**src/rtl/arith_result_fifo.sv**
```systemverilog
// arith_result_fifo: captures ALU results with {V,N,Z,C} flags in a circular FIFO behind valid/ready.
// Define ARITH_RES_STATS_EN to add saturating carry/overflow push counters.
module arith_result_fifo #(
  parameter int DEPTH = 4
) (
  input  logic                     clk,
  input  logic                     rst,
  input  logic                     in_valid,
  output logic                     in_ready,
  input  logic [3:0]               F,
  input  logic                     Cout,
  input  logic [2:0]               op,
  input  logic                     a_msb,
  input  logic                     b_msb,
  output logic                     out_valid,
  input  logic                     out_ready,
  output logic [3:0]               out_f,
  output logic [3:0]               out_flags,
  output logic [2:0]               out_op,
  output logic [$clog2(DEPTH):0]   count
`ifdef ARITH_RES_STATS_EN
  ,
  output logic [7:0]               carry_cnt,
  output logic [7:0]               ovf_cnt
`endif
);
  localparam int AW = $clog2(DEPTH);
  localparam int CW = AW + 1;
  logic [10:0]   mem [DEPTH];
  logic [AW-1:0] wr_ptr, rd_ptr;
  logic          push, pop, y3, v;
  logic [3:0]    flags;
  assign in_ready  = count != CW'(DEPTH);
  assign out_valid = count != '0;
  assign push      = in_valid && in_ready;
  assign pop       = out_valid && out_ready;
  // y3 is the MSB of the operand the ALU actually adds: 0, B, ~B or all-ones
  assign y3    = op[1] ? (op[0] | !b_msb) : (op[0] & b_msb);
  assign v     = (a_msb == y3) && (F[3] != a_msb);
  assign flags = {v, F[3], F == 4'b0000, Cout};
  assign {out_f, out_flags, out_op} = mem[rd_ptr];
  always_ff @(posedge clk or posedge rst) begin
    if (rst) begin
      wr_ptr <= '0;
      rd_ptr <= '0;
      count  <= '0;
      for (int i = 0; i < DEPTH; i++) mem[i] <= '0;
    end else begin
      if (push) begin
        mem[wr_ptr] <= {F, flags, op};
        wr_ptr      <= wr_ptr + AW'(1);
      end
      if (pop) rd_ptr <= rd_ptr + AW'(1);
      count <= count + CW'(push) - CW'(pop);
    end
  end
`ifdef ARITH_RES_STATS_EN
  always_ff @(posedge clk or posedge rst) begin
    if (rst) begin
      carry_cnt <= '0;
      ovf_cnt   <= '0;
    end else begin
      if (push && Cout && carry_cnt != 8'hFF) carry_cnt <= carry_cnt + 8'd1;
      if (push && v && ovf_cnt != 8'hFF) ovf_cnt <= ovf_cnt + 8'd1;
    end
  end
`endif
endmodule

```
**config.mk**
```make
export PLATFORM = sky130hd
export DESIGN_NAME = arith_result_fifo
export DESIGN_NICKNAME = d
export VERILOG_FILES = /design/src/rtl/arith_result_fifo.sv
export SDC_FILE = /design/constraint.sdc
export NUM_CORES = 1
export LEC_CHECK = 0
export BUFFER_PORTS_ARGS = -buffer_cell sky130_fd_sc_hd__buf_2
export CAP_MARGIN = 40
export CORE_UTILIZATION = 45
export CTS_CLUSTER_SIZE = 16
export DETAILED_ROUTE_END_ITERATION = 16
export GPL_TIMING_DRIVEN = 0
export HOLD_SLACK_MARGIN = 0.08
export PLACE_DENSITY_LB_ADDON = 0.3
export SYNTH_ARGS = -nofsm -noshare
export SYNTH_HDL_FRONTEND = slang
export SYNTH_SLANG_ARGS = --single-unit
```
**constraint.sdc**
```tcl
create_clock -name clk -period 4.6 [get_ports clk]
set_input_delay 1.38 -clock clk [delete_from_list [all_inputs] [get_ports clk]]
set_output_delay 1.38 -clock clk [all_outputs]
set_load 0.03 [all_outputs]
```
==> impl_metrics.sql, run 1 <==
INSERT INTO impl_metrics (metric_group, metric, value, unit) VALUES
('global_routing', 'global_route.usage.total', '16.8', '%'),
('synth', 'synth_commonest_cells', '47 x dfrtp_1, 38 x mux2_2, 10 x mux4_2', ''),
('power', 'sequential_share_of_power', '36.7', '%'),
('synth', 'synth_largest_type_area_fraction', '53.4', '%'),
('synth', 'yosys.area.top_type', 'dfrtp_1', ''),
('worst_setup_path', 'ff2ff_setup_slack', '2.29', 'ns'),
('placed_design', 'place.gp.congestion', '0.709', ''),
('route', 'wire_per_inst', '16.5', 'um'),
('timing', 'setup_violations', '0', ''),
('clocking', 'clock_latency', '0.29', 'ns'),
('layout', 'final_core_utilization', '53.9', '%'),
('clocking', 'htree_levels', '2', ''),
('synth', 'mapped_area', '2200', 'um2'),
('timing', 'fin_tns_setup', '0', 'ns'),
('synth', 'count_of_state_elements_after_synthesis', '47', ''),
('synth', 'async_flop_share', '100', '%'),
('timing', 'max_clock_freq', '298', 'MHz'),
('worst_setup_path', 'rr_endpoint', 'count[2]', ''),
('layout', 'layout.area.seq', '1180', 'um2'),
('clocking', 'ctsRootBufferMaster', 'clkbuf_8', ''),
('synth', 'yosys.cell_count.top_type', 'dfrtp_1', ''),
('floorplanning', 'io_pins', '30', ''),
('route', 'drt_first_iter_violations', '36', ''),
('timing', 'timing.final.crit_period', '3.36', 'ns'),
('placed_design', 'detailed_place_hpwl', '2770', 'um'),
('global_routing', 'grt_first_pass_wirelength', '6290', 'um'),
('layout', 'antennaDiodeCount', '0', ''),
('clocking', 'cts-hold-fix-buffers', '0', ''),
('synth', 'synth_top_cells_by_area', 'dfrtp_1 53%, mux2_2 19%, mux4_2 10%, ha_1 3.4%, nand3_4 3.2%', ''),
('worst_setup_path', 'origin_of_the_critical_flop_to_flop_path', 'count[1]', ''),
('synth', 'synth.lib_cells_used.distinct', '21', ''),
('timing', 'finalCritPeriodShare', '73.0', '%'),
('floorplanning', 'dieArea', '5180', 'um2'),
('synth', 'synth_warnings', '0', ''),
('synth', 'yosys_most_used_dff', 'dfrtp_1', ''),
('worst_setup_path', 'endpoint_kind', 'output pin', ''),
('route', 'drt_first_pass_iters', '4', ''),
('timing', 'slew-limit-headroom', '54.1', '%'),
('floorplanning', 'die_w', '72.0', 'um'),
('floorplanning', 'die-height', '72.0', 'um'),
('timing', 'skew', '0.00740', 'ns'),
('clocking', 'clock_tree.buffer_depth', '2', ''),
('layout', 'multi_input_comb_area', '968', 'um2'),
('floorplanning', 'start_util', '46.6', '%'),
('global_routing', 'grt_start_max_net_pins', '43', ''),
('route', 'count_of_nets_left_with_antenna_violations_after_detail_routing', '0', ''),
('worst_setup_path', 'endpoint_arrival_time_on_the_critical_path', '1.98', 'ns'),
('synth', 'netlist_instances', '135', ''),
('layout', 'nFillCells', '394', ''),
('synth', 'syn_nets', '156', ''),
('power', 'clkPwrFrac', '13.3', '%'),
('route', 'detailroute.via_count', '1237', ''),
('clocking', 'cts_inserted_buffers', '5', ''),
('timing', 'rsz_0062_raised_after_global_routing', 'no', ''),
('power', 'p_int', '1.23', 'mW'),
('min_path', 'min_path_cells', '1', ''),
('route', 'drt_drc_violations_left', '0', ''),
('layout', 'share_of_layout_cells_above_drive_strength_1', '55.2', '%'),
('synth', 'synth_enable_flop_cells', '0', ''),
('flow_run', 'timing.max_cap.violations', '0', ''),
('global_routing', 'first_global_vias', '1272', ''),
('timing', 'timing.final.hold_violations', '0', ''),
('clocking', 'postCtsResizedCells', '0', ''),
('worst_setup_path', 'ff2ff_path_depth', '9', ''),
('global_routing', 'grt_antenna_before_repair', '0', ''),
('outcome', 'status', 'finished clean', ''),
('route', 'wirelength', '3950', 'um'),
('clocking', 'cts.reportedPaths.clkPinSlew', '0.08', 'ns'),
('timing', 'finalMaxSlewViolations', '0', ''),
('power', 'p_total', '2.00', 'mW'),
('clocking', 'post-cts-setup-buffer-count', '0', '');
[state kept, by name, summed over array words and instances (netlist names)]
register / count
rd_ptr: 2
wr_ptr: 2
count: 3
mem: 40
[cell type report]
class	instances	share of cell area, %
plain buffers	5	1.38
clock buffers	8	3.93
inverters	6	0.885
multi-input cells	77	38.0
flip-flops and latches	47	46.2
well taps	67	3.29
repair buffers	29	6.29
[through the flow]
stage | instance area [um2] | std cells | setup WS [ns] | hold WS, ns
2_1_floorplan | 2200 | 135 | 1.71 | 0.459
3_3_place_gp | 2430 | 230 | 1.55 | 0.468
3_5_place_dp | 2450 | 231 | 1.57 | 0.490
4_1_cts | 2550 | 239 | 1.24 | 0.508
5_1_grt | 2550 | 239 | 1.17 | 0.523
6_report | 2550 | 239 | 1.24 | 0.501
[power by group through the flow]
stage               Clock, mW  Combinational [mW]  Sequential [mW]
detailed placement          0                1.02            0.739
global route            0.292                1.07            0.755
finish                  0.266               0.998            0.732
floorplan                   0               0.779            0.730
CTS                     0.277                1.02            0.733
global placement            0               0.979            0.719
[routing by layer]
layer	global-route usage, %	routed length (um)
met4	6.32	56
met1	21.8	1720
met5	0	0
met2	27.4	2010
met3	4.58	172
[critical path: stages, from the launching register on]
cell	delay [ns]
dfrtp_1	0.41
buf_1	0.55
mux4_2	0.42
buf_4	0.14
buf_2	0.16
[worst max path at each step]
stage	start	to	slack, ns	cells past startpoint
global placement	rd_ptr[0]	out_flags[2]	1.55	4
finish	rd_ptr[0]	out_flags[2]	1.24	4
CTS	rd_ptr[0]	out_flags[2]	1.24	4
floorplan	in_valid	count[2]	1.71	8
detailed placement	in_valid	count[2]	1.57	8
global route	rd_ptr[0]	out_flags[2]	1.17	4
[kinds of logic after synthesis]
logic type | after synthesis | synth area share (%)
multiplexers | 53 | 32.1
flip-flops | 47 | 53.4
buffers and inverters | 11 | 2.61
AND/OR/NAND/NOR | 11 | 5.11
adder cells (fa/ha/maj) | 7 | 4.32
XOR/XNOR | 5 | 1.99
AO/OA/AOI/OAI | 1 | 0.455
[cells in the final DEF, fill, tap and decap left out]
cell type	netlist	layout
buf_1	1	1
or3_2	1	1
buf_12	0	1
buf_2	1	29
nand3_4	4	4
buf_4	2	2
dfrtp_1	47	47
mux2_2	38	38
inv_1	6	5
mux4_2	10	10
mux2i_1	2	2
o31a_2	1	1
nand2b_1	2	2
inv_2	0	1
nand2_1	2	2
buf_6	1	1
xor2_1	1	1
or3b_1	1	1
fa_1	1	1
ha_1	6	6
clkbuf_8	0	7
xnor2_1	4	4
mux2_1	3	3
clkbuf_1	0	1
nor4_1	1	1
(Power assumes the default switching activity.)
==> inputs of run 2 (changes only) <==
- ABC_AREA: default -> 1
- clock period: 4.6 -> 3 ns (I/O delays scaled with it)
==> run 2 against run 1 <==
- cell count up 50%
- largest cell class unchanged
- cell area increased by 4.2%
- hold slack got worse by 0.018 ns
- largest power group unchanged
- count of clock-buffer cells in the layout fell by 2
- synthesized area rose by 3.6%
- wire length increased by 27%
- core utilization up 1.5 points
==> impl_metrics.sql, run 2 <==
INSERT INTO impl_metrics (metric_group, metric, value, unit) VALUES
('outcome', 'status', 'finished clean', ''),
('min_path', 'min_path_cells', '2', ''),
('clocking', 'clock_latency', '0.30', 'ns'),
('timing', 'timing.final.hold_violations', '0', ''),
('layout', 'share_of_layout_cells_above_drive_strength_1', '21.9', '%'),
('timing', 'slew-limit-headroom', '60.7', '%'),
('clocking', 'ctsRootBufferMaster', 'clkbuf_8', ''),
('worst_setup_path', 'endpoint_kind', 'output pin', ''),
('synth', 'syn-mean-instance-area', '8.98', 'um2'),
('worst_setup_path', 'critical_path.max_fanout', '10', ''),
('synth', 'yosys.cell_count.top_type', 'nand2_1', ''),
('placed_design', 'dp_worst_setup_slack', '0.597', 'ns'),
('placed_design', 'portBuffers', '29', ''),
('worst_setup_path', 'ff2ff_setup_slack', '0.94', 'ns'),
('floorplanning', 'io_pins', '30', ''),
('floorplanning', 'placeableCoreArea', '4790', 'um2'),
('floorplanning', 'placement_rows', '25', ''),
('route', 'post_drt_via_cell_ratio', '4.99', ''),
('layout', 'largestRegisters', 'mem: 40 flops, count: 3 flops', ''),
('global_routing', 'global_route.usage.total', '21.5', '%'),
('synth', 'count_of_state_elements_after_synthesis', '47', ''),
('synth', 'synth_enable_flop_cells', '0', ''),
('global_routing', 'overflow', '0', ''),
('timing', 'post-route-worst-setup-slack', '0.321', 'ns'),
('global_routing', 'grt_first_pass_wirelength', '8510', 'um'),
('worst_setup_path', 'endpoint_arrival_time_on_the_critical_path', '1.78', 'ns'),
('worst_setup_path', 'worst_setup_path_start_kind', 'flop', ''),
('worst_setup_path', 'setup.worst_path.end', 'out_flags[2]', ''),
('timing', 'max_clock_freq', '373', 'MHz'),
('route', 'wirelength', '5030', 'um'),
('route', 'wire_per_inst', '14.0', 'um'),
('route', 'drt_drc_violations_left', '0', ''),
('power', 'p_total', '3.20', 'mW'),
('route', 'count_of_nets_left_with_antenna_violations_after_detail_routing', '0', ''),
('synth', 'mapped_area', '2280', 'um2'),
('clocking', 'post-cts-setup-buffer-count', '0', ''),
('route', 'drt_first_iter_violations', '154', ''),
('worst_setup_path', 'origin_of_the_critical_flop_to_flop_path', 'count[1]', ''),
('synth', 'synth_largest_type_area_fraction', '51.5', '%'),
('placed_design', 'place.gp.congestion', '0.778', ''),
('floorplanning', 'die_w', '73.2', 'um'),
('clocking', 'cts_inserted_buffers', '5', ''),
('timing', 'finalMaxSlewViolations', '0', ''),
('synth', 'yosys.area.top_type', 'dfrtp_1', ''),
('layout', 'antennaDiodeCount', '0', ''),
('global_routing', 'grt_antenna_before_repair', '0', ''),
('layout', 'layout_commonest_cell', 'nand2_1', ''),
('synth', 'seq_total_area_yosys', '51.5', '%'),
('layout', 'fin_nets', '312', ''),
('floorplanning', 'die-height', '73.2', 'um'),
('floorplanning', 'start_util', '47.7', '%'),
('worst_setup_path', 'ff2ff_path_depth', '9', ''),
('placed_design', 'place_area', '2530', 'um2'),
('clocking', 'htree_levels', '2', ''),
('timing', 'skew', '0.0102', 'ns'),
('worst_setup_path', 'timing.setup.critical_path_class', 'reg -> out', ''),
('placed_design', 'detailed_place_hpwl', '3300', 'um'),
('power', 'power_leakage', '1.36', 'nW'),
('synth', 'synth.lib_cells_used.distinct', '22', ''),
('timing', 'slew_of_the_pin_with_the_lowest_slew_margin', '0.590', 'ns'),
('power', 'power_per_cell_area', '1210', 'nW/um2'),
('layout', 'areaGrowthSynthToFinish', '16.2', '%'),
('clocking', 'postCtsResizedCells', '0', ''),
('power', 'power.ir.vdd_worst', '0.541', 'mV'),
('timing', 'setup_violations', '0', ''),
('global_routing', 'grt_start_max_net_pins', '38', ''),
('clocking', 'cts.reportedPaths.clkPinSlew', '0.09', 'ns'),
('synth', 'async_flop_share', '100', '%'),
('clocking', 'tritoncts', 'done', ''),
('timing', 'finalCritPeriodShare', '89.3', '%'),
('synth', 'yosys_most_used_dff', 'dfrtp_1', ''),
('clocking', 'cts-hold-fix-buffers', '0', ''),
('layout', 'final_core_utilization', '55.4', '%'),
('layout', 'finish.instance_area', '2650', 'um2'),
('synth', 'synth_warnings', '0', ''),
('global_routing', 'first_global_vias', '1773', ''),
('clocking', 'clock_sinks', '47', ''),
('floorplanning', 'dieArea', '5360', 'um2'),
('layout', 'largest_register_ff_count', '40', ''),
('layout', 'top_register', 'mem', ''),
('route', 'drt_first_pass_iters', '4', ''),
('worst_setup_path', 'rr_endpoint', 'count[2]', ''),
('min_path', 'min_path_type', 'reg -> reg', ''),
('synth', 'syn_nets', '275', ''),
('flow_run', 'timing.max_cap.violations', '0', ''),
('clocking', 'clock_tree.buffer_depth', '2', ''),
('synth', 'netlist_instances', '254', ''),
('synth', 'synth_commonest_cells', '59 x nand2_1, 47 x dfrtp_1, 27 x o21ai_1', ''),
('synth', 'synth_top_cells_by_area', 'dfrtp_1 52%, nand2_1 9.7%, o21ai_1 5.9%, o21ai_0 4.6%, buf_6 3.9%', ''),
('timing', 'rsz_0062_raised_after_global_routing', 'no', ''),
('route', 'detailroute.via_count', '1793', ''),
('timing', 'timing.final.crit_period', '2.68', 'ns'),
('layout', 'most_frequent_cells_in_the_layout', '59 x nand2_1, 47 x dfrtp_1, 30 x buf_2', ''),
('timing', 'fin_tns_setup', '0', 'ns'),
('worst_setup_path', 'worst-endpoint-required', '2.10', 'ns'),
('worst_setup_path', 'critPathLaunch', 'rd_ptr[1]', '');
## run 2: cells by family after synthesis
group,after synthesis,synth area share (%)
AO/OA/AOI/OAI,67,16.7
XOR/XNOR,5,1.92
AND/OR/NAND/NOR,90,16.6
flip-flops,47,51.5
adder cells (fa/ha/maj),7,4.17
buffers and inverters,38,9.10
## run 2: report_power, final
group | switching (mW) | total, mW | internal [mW] | leakage (nW)
combinational | 1.05 | 1.61 | 0.560 | 0.711
sequential | 0.173 | 1.09 | 0.922 | 0.592
clock | 0.225 | 0.499 | 0.274 | 0.0618
## run 2: layer usage
layer | wire length [um] | up-vias | global-route usage, %
met2 | 2290 | 40 | 34.9
met5 | 0 | - | 0
met4 | 60 | 0 | 6.97
met1 | 2420 | 854 | 29.1
li1 | - | 893 | -
met3 | 263 | 6 | 3.87
## run 2: cell type report
| type | count | area, um2 |
|---|---|---|
| Buffer | 14 | 118 |
| Multi-Input combinational cell | 169 | 898 |
| Tap cell | 67 | 83.8 |
| Inverter | 24 | 90.1 |
| Sequential cell | 47 | 1180 |
| Timing Repair Buffer | 30 | 165 |
| Fill cell | 446 | 2130 |
| Clock buffer | 6 | 82.6 |
| Clock inverter | 2 | 38.8 |
## run 2: how the worst min path moves through the flow
stage / startpoint / to / slack, ns
3_3_place_gp: mem[17] / mem[17] / 0.46
4_1_cts: mem[23] / mem[23] / 0.49
3_5_place_dp: mem[15] / mem[15] / 0.46
2_1_floorplan: mem[17] / mem[17] / 0.44
5_1_grt: mem[23] / mem[23] / 0.50
6_report: mem[11] / mem[11] / 0.48
## run 2: worst max-delay path, stage by stage, from the launching register on
cell and delay (ns):
dfrtp_1 0.40, buf_1 0.40, o21ai_0 0.16, o22ai_1 0.21, buf_4 0.13, buf_2 0.18
## run 2: through the flow
stage / instances / hold slack (ns)
3_3_place_gp: 350 / 0.458
2_1_floorplan: 254 / 0.444
6_report: 359 / 0.483
5_1_grt: 359 / 0.498
4_1_cts: 359 / 0.486
3_5_place_dp: 351 / 0.464
==> inputs of run 3 (changes only) <==
- PLACE_DENSITY: default -> 0.75
- PLACE_DENSITY_LB_ADDON: 0.3 -> default
==> run 3 against run 2 <==
- wire length is essentially flat
- critical endpoint unchanged
- core utilization decreased by 0.078 points
- clock power down 4%
- fmax shrank 1.7%
- highest routed layer unchanged
- via count is 0.50% lower
- combinational power is essentially flat
- largest power group unchanged
- critical path depth up 1
- largest cell class unchanged
- total power decreased by 0.48%
==> impl_metrics.sql, run 3 (synthesis gave the netlist of run 2 again) <==
INSERT INTO impl_metrics (metric_group, metric, value, unit) VALUES
('clocking', 'post-cts-setup-buffer-count', '0', ''),
('layout', 'share_of_layout_cells_above_drive_strength_1', '21.9', '%'),
('clocking', 'cts-hold-fix-buffers', '0', ''),
('layout', 'most_frequent_cells_in_the_layout', '59 x nand2_1, 47 x dfrtp_1, 30 x buf_2', ''),
('global_routing', 'grt_start_max_net_pins', '36', ''),
('timing', 'slew_of_the_pin_with_the_lowest_slew_margin', '0.551', 'ns'),
('route', 'drt_first_iter_violations', '140', ''),
('route', 'drt_drc_violations_left', '0', ''),
('floorplanning', 'placeableCoreArea', '4790', 'um2'),
('floorplanning', 'start_util', '47.7', '%'),
('route', 'wire_per_inst', '14.0', 'um'),
('floorplanning', 'dieArea', '5360', 'um2'),
('placed_design', 'portBuffers', '29', ''),
('global_routing', 'overflow', '0', ''),
('layout', 'layout_commonest_cell', 'nand2_1', ''),
('clocking', 'clock_tree.buffer_depth', '2', ''),
('timing', 'timing.final.hold_violations', '0', ''),
('power', 'power_per_cell_area', '1200', 'nW/um2'),
('clocking', 'htree_levels', '2', ''),
('floorplanning', 'die-height', '73.2', 'um'),
('layout', 'areaGrowthSynthToFinish', '16.1', '%'),
('layout', 'largest_register_ff_count', '40', ''),
('timing', 'slew-limit-headroom', '63.3', '%'),
('timing', 'timing.final.crit_period', '2.73', 'ns'),
('global_routing', 'first_global_vias', '1777', ''),
('timing', 'fin_tns_setup', '0', 'ns'),
('worst_setup_path', 'rr_endpoint', 'count[2]', ''),
('global_routing', 'grt_antenna_before_repair', '0', ''),
('clocking', 'clock_latency', '0.30', 'ns'),
('layout', 'largestRegisters', 'mem: 40 flops, count: 3 flops', ''),
('floorplanning', 'die_w', '73.2', 'um'),
('power', 'power_leakage', '1.36', 'nW'),
('placed_design', 'detailed_place_hpwl', '3400', 'um'),
('worst_setup_path', 'worst-endpoint-required', '2.10', 'ns'),
('route', 'count_of_nets_left_with_antenna_violations_after_detail_routing', '0', ''),
('layout', 'nFillCells', '460', ''),
('timing', 'timing.hold.ws', '0.481', 'ns'),
('worst_setup_path', 'endpoint_arrival_time_on_the_critical_path', '1.83', 'ns'),
('clocking', 'ctsRootBufferMaster', 'clkbuf_8', ''),
('clocking', 'postCtsResizedCells', '0', ''),
('layout', 'layout.area.seq', '1180', 'um2'),
('layout', 'top_register', 'mem', ''),
('min_path', 'min_path_cells', '2', ''),
('layout', 'fin_nets', '312', ''),
('timing', 'skew', '0.00294', 'ns'),
('layout', 'multi_input_comb_area', '898', 'um2'),
('timing', 'setup_violations', '0', ''),
('global_routing', 'grt_first_pass_wirelength', '8620', 'um'),
('worst_setup_path', 'endpoint_kind', 'output pin', ''),
('placed_design', 'place.gp.congestion', '0.749', ''),
('worst_setup_path', 'ff2ff_path_depth', '9', ''),
('floorplanning', 'placement_rows', '25', ''),
('timing', 'max_clock_freq', '367', 'MHz'),
('min_path', 'hold_path_end', 'mem[25]', ''),
('floorplanning', 'io_pins', '30', ''),
('worst_setup_path', 'ff2ff_setup_slack', '0.94', 'ns'),
('worst_setup_path', 'timing.setup.critical_path_class', 'reg -> out', ''),
('clocking', 'cts.reportedPaths.clkPinSlew', '0.08', 'ns'),
('route', 'wirelength', '5030', 'um'),
('route', 'post_drt_via_cell_ratio', '4.97', ''),
('worst_setup_path', 'critical_path.max_fanout', '10', ''),
('clocking', 'clock_sinks', '47', ''),
('power', 'power.ir.vdd_worst', '0.551', 'mV'),
('route', 'drt_first_pass_iters', '4', ''),
('clocking', 'cts_inserted_buffers', '5', ''),
('global_routing', 'global_route.usage.total', '21.9', '%'),
('clocking', 'tritoncts', 'done', ''),
('route', 'detailroute.via_count', '1784', ''),
('worst_setup_path', 'worst_setup_path_start_kind', 'flop', ''),
('min_path', 'hold_path.startpoint', 'mem[25]', ''),
('flow_run', 'timing.max_cap.violations', '0', ''),
('worst_setup_path', 'origin_of_the_critical_flop_to_flop_path', 'count[1]', ''),
('min_path', 'min_path_type', 'reg -> reg', ''),
('layout', 'antennaDiodeCount', '0', ''),
('timing', 'finalCritPeriodShare', '90.8', '%'),
('timing', 'finalMaxSlewViolations', '0', ''),
('timing', 'rsz_0062_raised_after_global_routing', 'no', ''),
('outcome', 'status', 'finished clean', '');
==> run 3: changes by cell type in the layout (fill, tap and decap cells not counted), sizes merged <==
cell    change
clkinv      +1
inv         -1
==> run 3: critical path, stage by stage, from the launching register on <==
cell,delay [ns]
dfrtp_1,0.41
inv_1,0.09
clkbuf_1,0.34
o21ai_0,0.17
o22ai_1,0.19
buf_4,0.14
buf_2,0.18
==> run 3: cell type report <==
type	count	share of cell area, %
Buffer	14	4.44
Clock buffer	6	3.12
Clock inverter	2	1.32
Inverter	24	3.40
Multi-Input combinational cell	169	33.9
Sequential cell	47	44.4
Tap cell	67	3.16
Timing Repair Buffer	30	6.24
==> run 3: worst max-delay path by stage <==
stage	from	end	slack (ns)
6_report	rd_ptr[0]	out_flags[2]	0.27
5_1_grt	rd_ptr[0]	out_flags[2]	0.09
4_1_cts	rd_ptr[0]	out_flags[2]	0.25
3_5_place_dp	rd_ptr[0]	out_flags[2]	0.58
3_3_place_gp	rst	mem[33]	0.37
2_1_floorplan	rd_ptr[0]	out_flags[2]	0.51
==> run 3: per-stage QoR <==
stage / utilization, % / instance area (um2) / setup WS, ns / std cells / power, mW
6_report: 55.3 / 2650 / 0.275 / 359 / 3.19
5_1_grt: 55.3 / 2650 / 0.0913 / 359 / 3.45
3_3_place_gp: 52.5 / 2510 / 0.367 / 350 / 2.68
2_1_floorplan: - / 2280 / 0.512 / 254 / 2.29
4_1_cts: 55.3 / 2650 / 0.250 / 359 / 3.21
3_5_place_dp: 52.9 / 2530 / 0.584 / 351 / 2.73
==> run 3: power by group <==
group	leakage, nW	internal, mW	switching (mW)
logic	0.711	0.560	1.05
clock network	0.0612	0.270	0.211
registers	0.592	0.922	0.172
total	1.36	1.75	1.43
==> run 3: per-layer routing <==
layer | vias to the layer above | wire length (um) | GRT usage [%]
met4 | 0 | 82 | 7.63
li1 | 897 | - | -
met1 | 824 | 2250 | 29.6
met5 | - | 0 | 0
met2 | 55 | 2350 | 35.3
met3 | 8 | 344 | 4.14
